===== config.mk =====
export PLATFORM = sky130hd
export DESIGN_NAME = pc_sequencer
export DESIGN_NICKNAME = d
export VERILOG_FILES = /design/src/rtl/pc_sequencer_pkg.sv /design/src/rtl/pc_sequencer_pc_reg.sv /design/src/rtl/pc_sequencer.sv
export SDC_FILE = /design/constraint.sdc
export NUM_CORES = 1
export LEC_CHECK = 0
export CORE_AREA = 5 5 120 122
export CTS_CLUSTER_DIAMETER = 100
export DETAILED_ROUTE_END_ITERATION = 10
export DIE_AREA = 0 0 125 127
export PLACE_DENSITY = 0.81
export RECOVER_POWER = 50
export SLEW_MARGIN = 10
export SYNTH_ARGS = -nofsm -noshare
export SYNTH_HDL_FRONTEND = slang
export SYNTH_SLANG_ARGS = --single-unit

===== constraint.sdc =====
create_clock -name clk -period 2.46 [get_ports clk]
set_input_delay 0.246 -clock clk [delete_from_list [all_inputs] [get_ports clk]]
set_output_delay 0.246 -clock clk [all_outputs]
set_load 0.02 [all_outputs]

===== src/rtl/pc_sequencer_pkg.sv =====
// Shared types and defaults for the program-counter sequencer.
package pc_sequencer_pkg;

   typedef enum logic [1:0] {
      StIdle  = 2'd0,
      StFetch = 2'd1,
      StExec  = 2'd2,
      StHalt  = 2'd3
   } state_e;

   localparam logic [31:0] DEF_RESET_PC = 32'h0000_0000;
   localparam int unsigned DEF_PC_STEP  = 4;

endpackage


===== src/rtl/pc_sequencer_pc_reg.sv =====
// Program-counter register: async active-low clear to a reset value, plus a load enable.
module pc_reg #(
   parameter int unsigned       WIDTH     = 32,
   parameter logic [WIDTH-1:0]  RESET_VAL = '0
) (
   input  logic             clk,
   input  logic             reset,
   input  logic             load,
   input  logic [WIDTH-1:0] d,
   output logic [WIDTH-1:0] q
);

   always_ff @(posedge clk or negedge reset) begin
      if (!reset) begin
         q <= RESET_VAL;
      end else if (load) begin
         q <= d;
      end
   end

endmodule


===== src/rtl/pc_sequencer.sv =====
// Multicycle fetch/execute sequencer owning the PC; next PC is halt > jump > branch > step.
module pc_sequencer
   import pc_sequencer_pkg::*;
#(
   parameter int unsigned         ADDR_W   = 32,
   parameter logic [ADDR_W-1:0]   RESET_PC = ADDR_W'(DEF_RESET_PC),
   parameter int unsigned         PC_STEP  = DEF_PC_STEP
) (
   input  logic              clk,
   input  logic              reset,
   input  logic              start,
   output logic              imem_req,
   output logic [ADDR_W-1:0] imem_addr,
   input  logic              imem_ack,
   input  logic [ADDR_W-1:0] imem_rdata,
   output logic [ADDR_W-1:0] instr,
   output logic              instr_valid,
   input  logic              exec_done,
   input  logic              halt_req,
   input  logic              jump,
   input  logic              branch_taken,
   input  logic [ADDR_W-1:0] jump_target,
   input  logic [ADDR_W-1:0] branch_target,
   output logic [ADDR_W-1:0] pc,
   output logic              halted,
   output logic              align_err,
   output logic [31:0]       retire_cnt
);

   state_e            state_q, state_d;
   logic [ADDR_W-1:0] instr_q;
   logic              instr_valid_q, instr_valid_d;
   logic              align_err_q, align_err_d;
   logic [31:0]       retire_cnt_q;
   logic              retire_inc;
   logic              instr_load;
   logic              pc_load;
   logic [ADDR_W-1:0] pc_next;
   logic [ADDR_W-1:0] target;

   pc_reg #(
      .WIDTH     (ADDR_W),
      .RESET_VAL (RESET_PC)
   ) u_pc_reg (
      .clk   (clk),
      .reset (reset),
      .load  (pc_load),
      .d     (pc_next),
      .q     (pc)
   );

   always_comb begin
      if (jump) begin
         target = jump_target;
      end else if (branch_taken) begin
         target = branch_target;
      end else begin
         target = pc + ADDR_W'(PC_STEP);
      end
   end

   always_comb begin
      state_d       = state_q;
      pc_load       = 1'b0;
      pc_next       = pc;
      instr_load    = 1'b0;
      instr_valid_d = 1'b0;
      align_err_d   = align_err_q;
      retire_inc    = 1'b0;
      unique case (state_q)
         StIdle: begin
            if (start) state_d = StFetch;
         end
         StFetch: begin
            if (imem_ack) begin
               instr_load    = 1'b1;
               instr_valid_d = 1'b1;
               state_d       = StExec;
            end
         end
         StExec: begin
            if (exec_done) begin
               retire_inc = 1'b1;
               if (halt_req) begin
                  state_d = StHalt;
               end else if ((jump || branch_taken) && (target[1:0] != 2'b00)) begin
                  // Misaligned control-flow target: keep the PC of the offending instruction
                  align_err_d = 1'b1;
                  state_d     = StHalt;
               end else begin
                  pc_load = 1'b1;
                  pc_next = target;
                  state_d = StFetch;
               end
            end
         end
         StHalt: begin
            if (start) begin
               pc_load     = 1'b1;
               pc_next     = RESET_PC;
               align_err_d = 1'b0;
               state_d     = StFetch;
            end
         end
         default: state_d = StIdle;
      endcase
   end

   always_ff @(posedge clk or negedge reset) begin
      if (!reset) begin
         state_q       <= StIdle;
         instr_q       <= '0;
         instr_valid_q <= 1'b0;
         align_err_q   <= 1'b0;
         retire_cnt_q  <= '0;
      end else begin
         state_q       <= state_d;
         instr_valid_q <= instr_valid_d;
         align_err_q   <= align_err_d;
         if (instr_load) instr_q <= imem_rdata;
         if (retire_inc) retire_cnt_q <= retire_cnt_q + 32'd1;
      end
   end

   assign imem_req    = (state_q == StFetch);
   assign imem_addr   = pc;
   assign instr       = instr_q;
   assign instr_valid = instr_valid_q;
   assign halted      = (state_q == StHalt);
   assign align_err   = align_err_q;
   assign retire_cnt  = retire_cnt_q;

endmodule


==> flow_summary.rst <==
.. list-table::
   :header-rows: 1

   * - Metric
     - Value
   * - Run status
     - completed
   * - Proportion of total power due to net switching
     - 41.8%
   * - Iter 0 DRT Violations
     - 366
   * - TritonCTS Sinks
     - 100
   * - Critical Path Fanout Max
     - 21
   * - Largest delay share family, worst path
     - buffers and inverters
   * - Final layout net count
     - 884
   * - Worst-case clock skew
     - 7.74 ps
   * - Share of power burned in the clock network
     - 16.2%
   * - Setup Total Neg Slack
     - 0 ps
   * - Clock-pin slew on the worst setup and hold paths
     - 80 ps
   * - P&R area growth vs syn
     - 48.8%
   * - Commonest register cell after synthesis
     - dfrtp_1
   * - Sequential share of the synthesized area
     - 44.0%
   * - Time the worst path needs with I/O delays and setup
     - 2200 ps
   * - Kind of critical path
     - reg2out
   * - Startpoint of the worst hold path
     - retire_cnt[31]
   * - Final count of negative-setup-slack endpoints
     - 0
   * - Measured slew at the worst slew-check pin
     - 1370 ps
   * - Placer Congestion
     - 0.943
   * - Share of the clock period used by the worst path after layout
     - 89.4%
   * - Routed WL per cell
     - 20.5 um
   * - Clock buffer count from CTS
     - 9
   * - Placed cells
     - 938
   * - Launch point of the worst path
     - state_q[0]
   * - Critical Path Max Stage Delay
     - 670 ps
   * - Post-route non-filler standard cell count
     - 955
   * - Cell taking the most area after synthesis
     - dfrtp_1
   * - Combined global-route utilization of all metal layers
     - 24.2%
   * - Kind of end point of the critical path
     - output pin
   * - Post-detailed-route DRC marker count
     - 0
   * - Slowest cell on the critical path
     - clkdlybuf4s50_1
   * - DIE HEIGHT
     - 127 um
   * - Die Area
     - 0.0159 mm^2
   * - Number of port buffers
     - 235
   * - Power Dens Cells
     - 1110 mW/mm^2
   * - Max-cap violations
     - 0
   * - Total leakage power
     - 3.55 nW
   * - Drt via density
     - 5.73
   * - Number of storage elements in the synthesis netlist
     - 100
   * - Sequential Power Share
     - 30.6%
   * - Beginning of the worst register-to-register path
     - u_pc_reg.q[2]
   * - Cell count after synthesis
     - 559
   * - Site row count
     - 42
   * - CORE AREA
     - 0.0131 mm^2
   * - Initial Util
     - 43.5%
   * - Maximum vdd ir drop
     - 0.650 mV
   * - Critical path, cell by cell
     - ha_1 > buf_4 > clkdlybuf4s50_1
   * - Final-report max-slew violation count
     - 0
   * - Antenna Nets Post-Route
     - 0
   * - Internal power
     - 5.45 mW
   * - Aggregate routed wire length
     - 19.5 mm
   * - Number of antenna violations at the first check in global routing
     - 0
   * - Horizontal die dimension
     - 125 um
   * - Via total after detailed routing
     - 5471
   * - Most common library cell in the layout ignoring fill and taps
     - clkdlybuf4s50_1
   * - Fill count
     - 1021
   * - Syn Std Cell Area
     - 0.00569 mm^2
   * - TritonCTS clock tree
     - yes
   * - Number of levels the H-tree was split into
     - 3
   * - Combinational cell fraction of total power
     - 53.3%
   * - Overflow left after global routing
     - 0
   * - Switching power
     - 3.91 mW
   * - Crit path buf inv count
     - 2
   * - Average cell area after synthesis
     - 10.2 um^2
   * - Layout cell share with drive strength beyond 1
     - 12.5%
   * - Critical path data required time
     - 2210 ps
   * - Antenna diode count
     - 0
   * - # IOs
     - 236
   * - Clock root buffer
     - clkbuf_16
   * - Final count of hold timing violations
     - 0
   * - Number of unique standard cell types used by synthesis
     - 68
   * - Setup repair after global routing missed its margin
     - false
   * - Hold WC Path Type
     - reg2reg
   * - Clock Latency Late Sink
     - 350 ps
   * - Count of warnings emitted by yosys
     - 0
   * - Critical path arrival
     - 1950 ps
   * - 1st-pass router iterations
     - 5
   * - Net count of the mapped netlist
     - 669
   * - Commonest cells after routing, fill and taps aside
     - 176 x clkdlybuf4s50_1, 100 x dfrtp_1, 59 x dlygate4sd3_1
   * - Type of origin of the critical path
     - flip-flop
   * - Largest net degree at the start of global routing
     - 101
   * - Share of synthesized registers carrying an async set or reset
     - 100%
   * - Normalized max-slew margin
     - 8.73%
   * - Post-synth EDFFs
     - 0
   * - Maximum operating frequency
     - 455 MHz
   * - Clock Tree Buf Depth
     - 2
   * - Half-perimeter wire length after placement
     - 14.7 mm
   * - Fraction of post-synthesis cell area in the top cell type by area
     - 44.0%
   * - First-pass GRT wire length
     - 31.1 mm
   * - Dominant cells by area after synthesis
     - dfrtp_1 44%, mux2_2 6.7%, buf_4 4.2%, xnor2_1 3.5%, o31ai_1 2.6%
   * - Via count of the first global-routing pass
     - 5852
worst paths after layout:
| kind | to | slack [ps] | cells after the start |
|---|---|---|---|
| min reg2reg | retire_cnt[31] | 480 | 1 |
| min | retire_cnt[31] | 480 | 1 |
| max | halted | 260 | 3 |
| max in group asynchronous | instr[29] | 720 | 3 |
| max reg2reg | u_pc_reg.q[20] | 310 | 6 |
| min in group asynchronous | instr[14] | 900 | 3 |
final cells by class:
class | count | area (um^2) | share of cell area (%)
clock inverters | 6 | 76.3 | 0.902
inverters | 14 | 52.6 | 0.621
well taps | 176 | 220 | 2.60
clock buffers | 10 | 239 | 2.83
multi-input cells | 382 | 2760 | 32.6
flip-flops and latches | 100 | 2500 | 29.6
repair buffers | 267 | 2610 | 30.9
synth_stat cells (all sizes together) (7+ instances only):
cell type	n
xor2	11
clkbuf	18
nor3	20
nor2	32
and3	13
nand2	35
o31ai	20
o21ai	24
inv	14
dfrtp	100
a21oi	17
mux2i	7
nand4	17
xnor2	23
mux2	36
buf	45
nand3	26
power groups by stage:
stage / clock network (mW) / logic (mW) / registers, mW
after global placement: 0 / 5.04 / 2.85
after floorplan: 0 / 2.33 / 3.41
after CTS: 1.54 / 5.13 / 2.87
after global routing: 1.60 / 5.31 / 2.96
final: 1.51 / 4.98 / 2.86
after detailed placement: 0 / 5.11 / 2.89
registers in the layout, summed over array words and instances (netlist names):
name and flops:
instr 32, u_pc_reg.q 32, align_err 1, state_q 2, instr_valid 1, retire_cnt 32
per-stage QoR:
step	utilization, %	hold slack (ps)	power (mW)	setup WS, ps	cell area, um^2
2_1_floorplan	-	-49.6	5.73	413	5690
3_3_place_gp	62.3	345	7.89	102	8150
3_5_place_dp	62.3	358	8.00	54.9	8150
4_1_cts	64.8	501	9.54	247	8480
5_1_grt	64.6	506	9.86	129	8460
6_report	64.6	481	9.35	260	8460
cells by family (layout without fill, tap and decap cells):
logic type      after synthesis  count (layout)  share of synthesized area (%)
mux                          43              43                           8.93
xor+xnor                     34              34                           5.24
flops                       100             100                           44.0
compound gates              133             133                           17.2
fa+ha+maj                     6               6                           1.32
simple gates                166             166                           15.6
buf+inv                      77             297                           7.70
layer usage:
| metal | GRT usage (%) | wire length [um] | vias to the layer above |
|---|---|---|---|
| met4 | 10.0 | 550 | 0 |
| met1 | 31.3 | 8300 | 2657 |
| met5 | 0 | 0 | - |
| met3 | 5.55 | 1600 | 44 |
| li1 | - | - | 2480 |
| met2 | 39.5 | 9080 | 290 |
what timing repair did:
action | CTS | global route
endpoints found under the hold margin | 86 | 0
endpoints found under the setup margin | 0 | 0
resized for setup | 0 | 0
setup buffers | 0 | 0
hold buffers | 1 | 0
(Power assumes the default switching activity.)
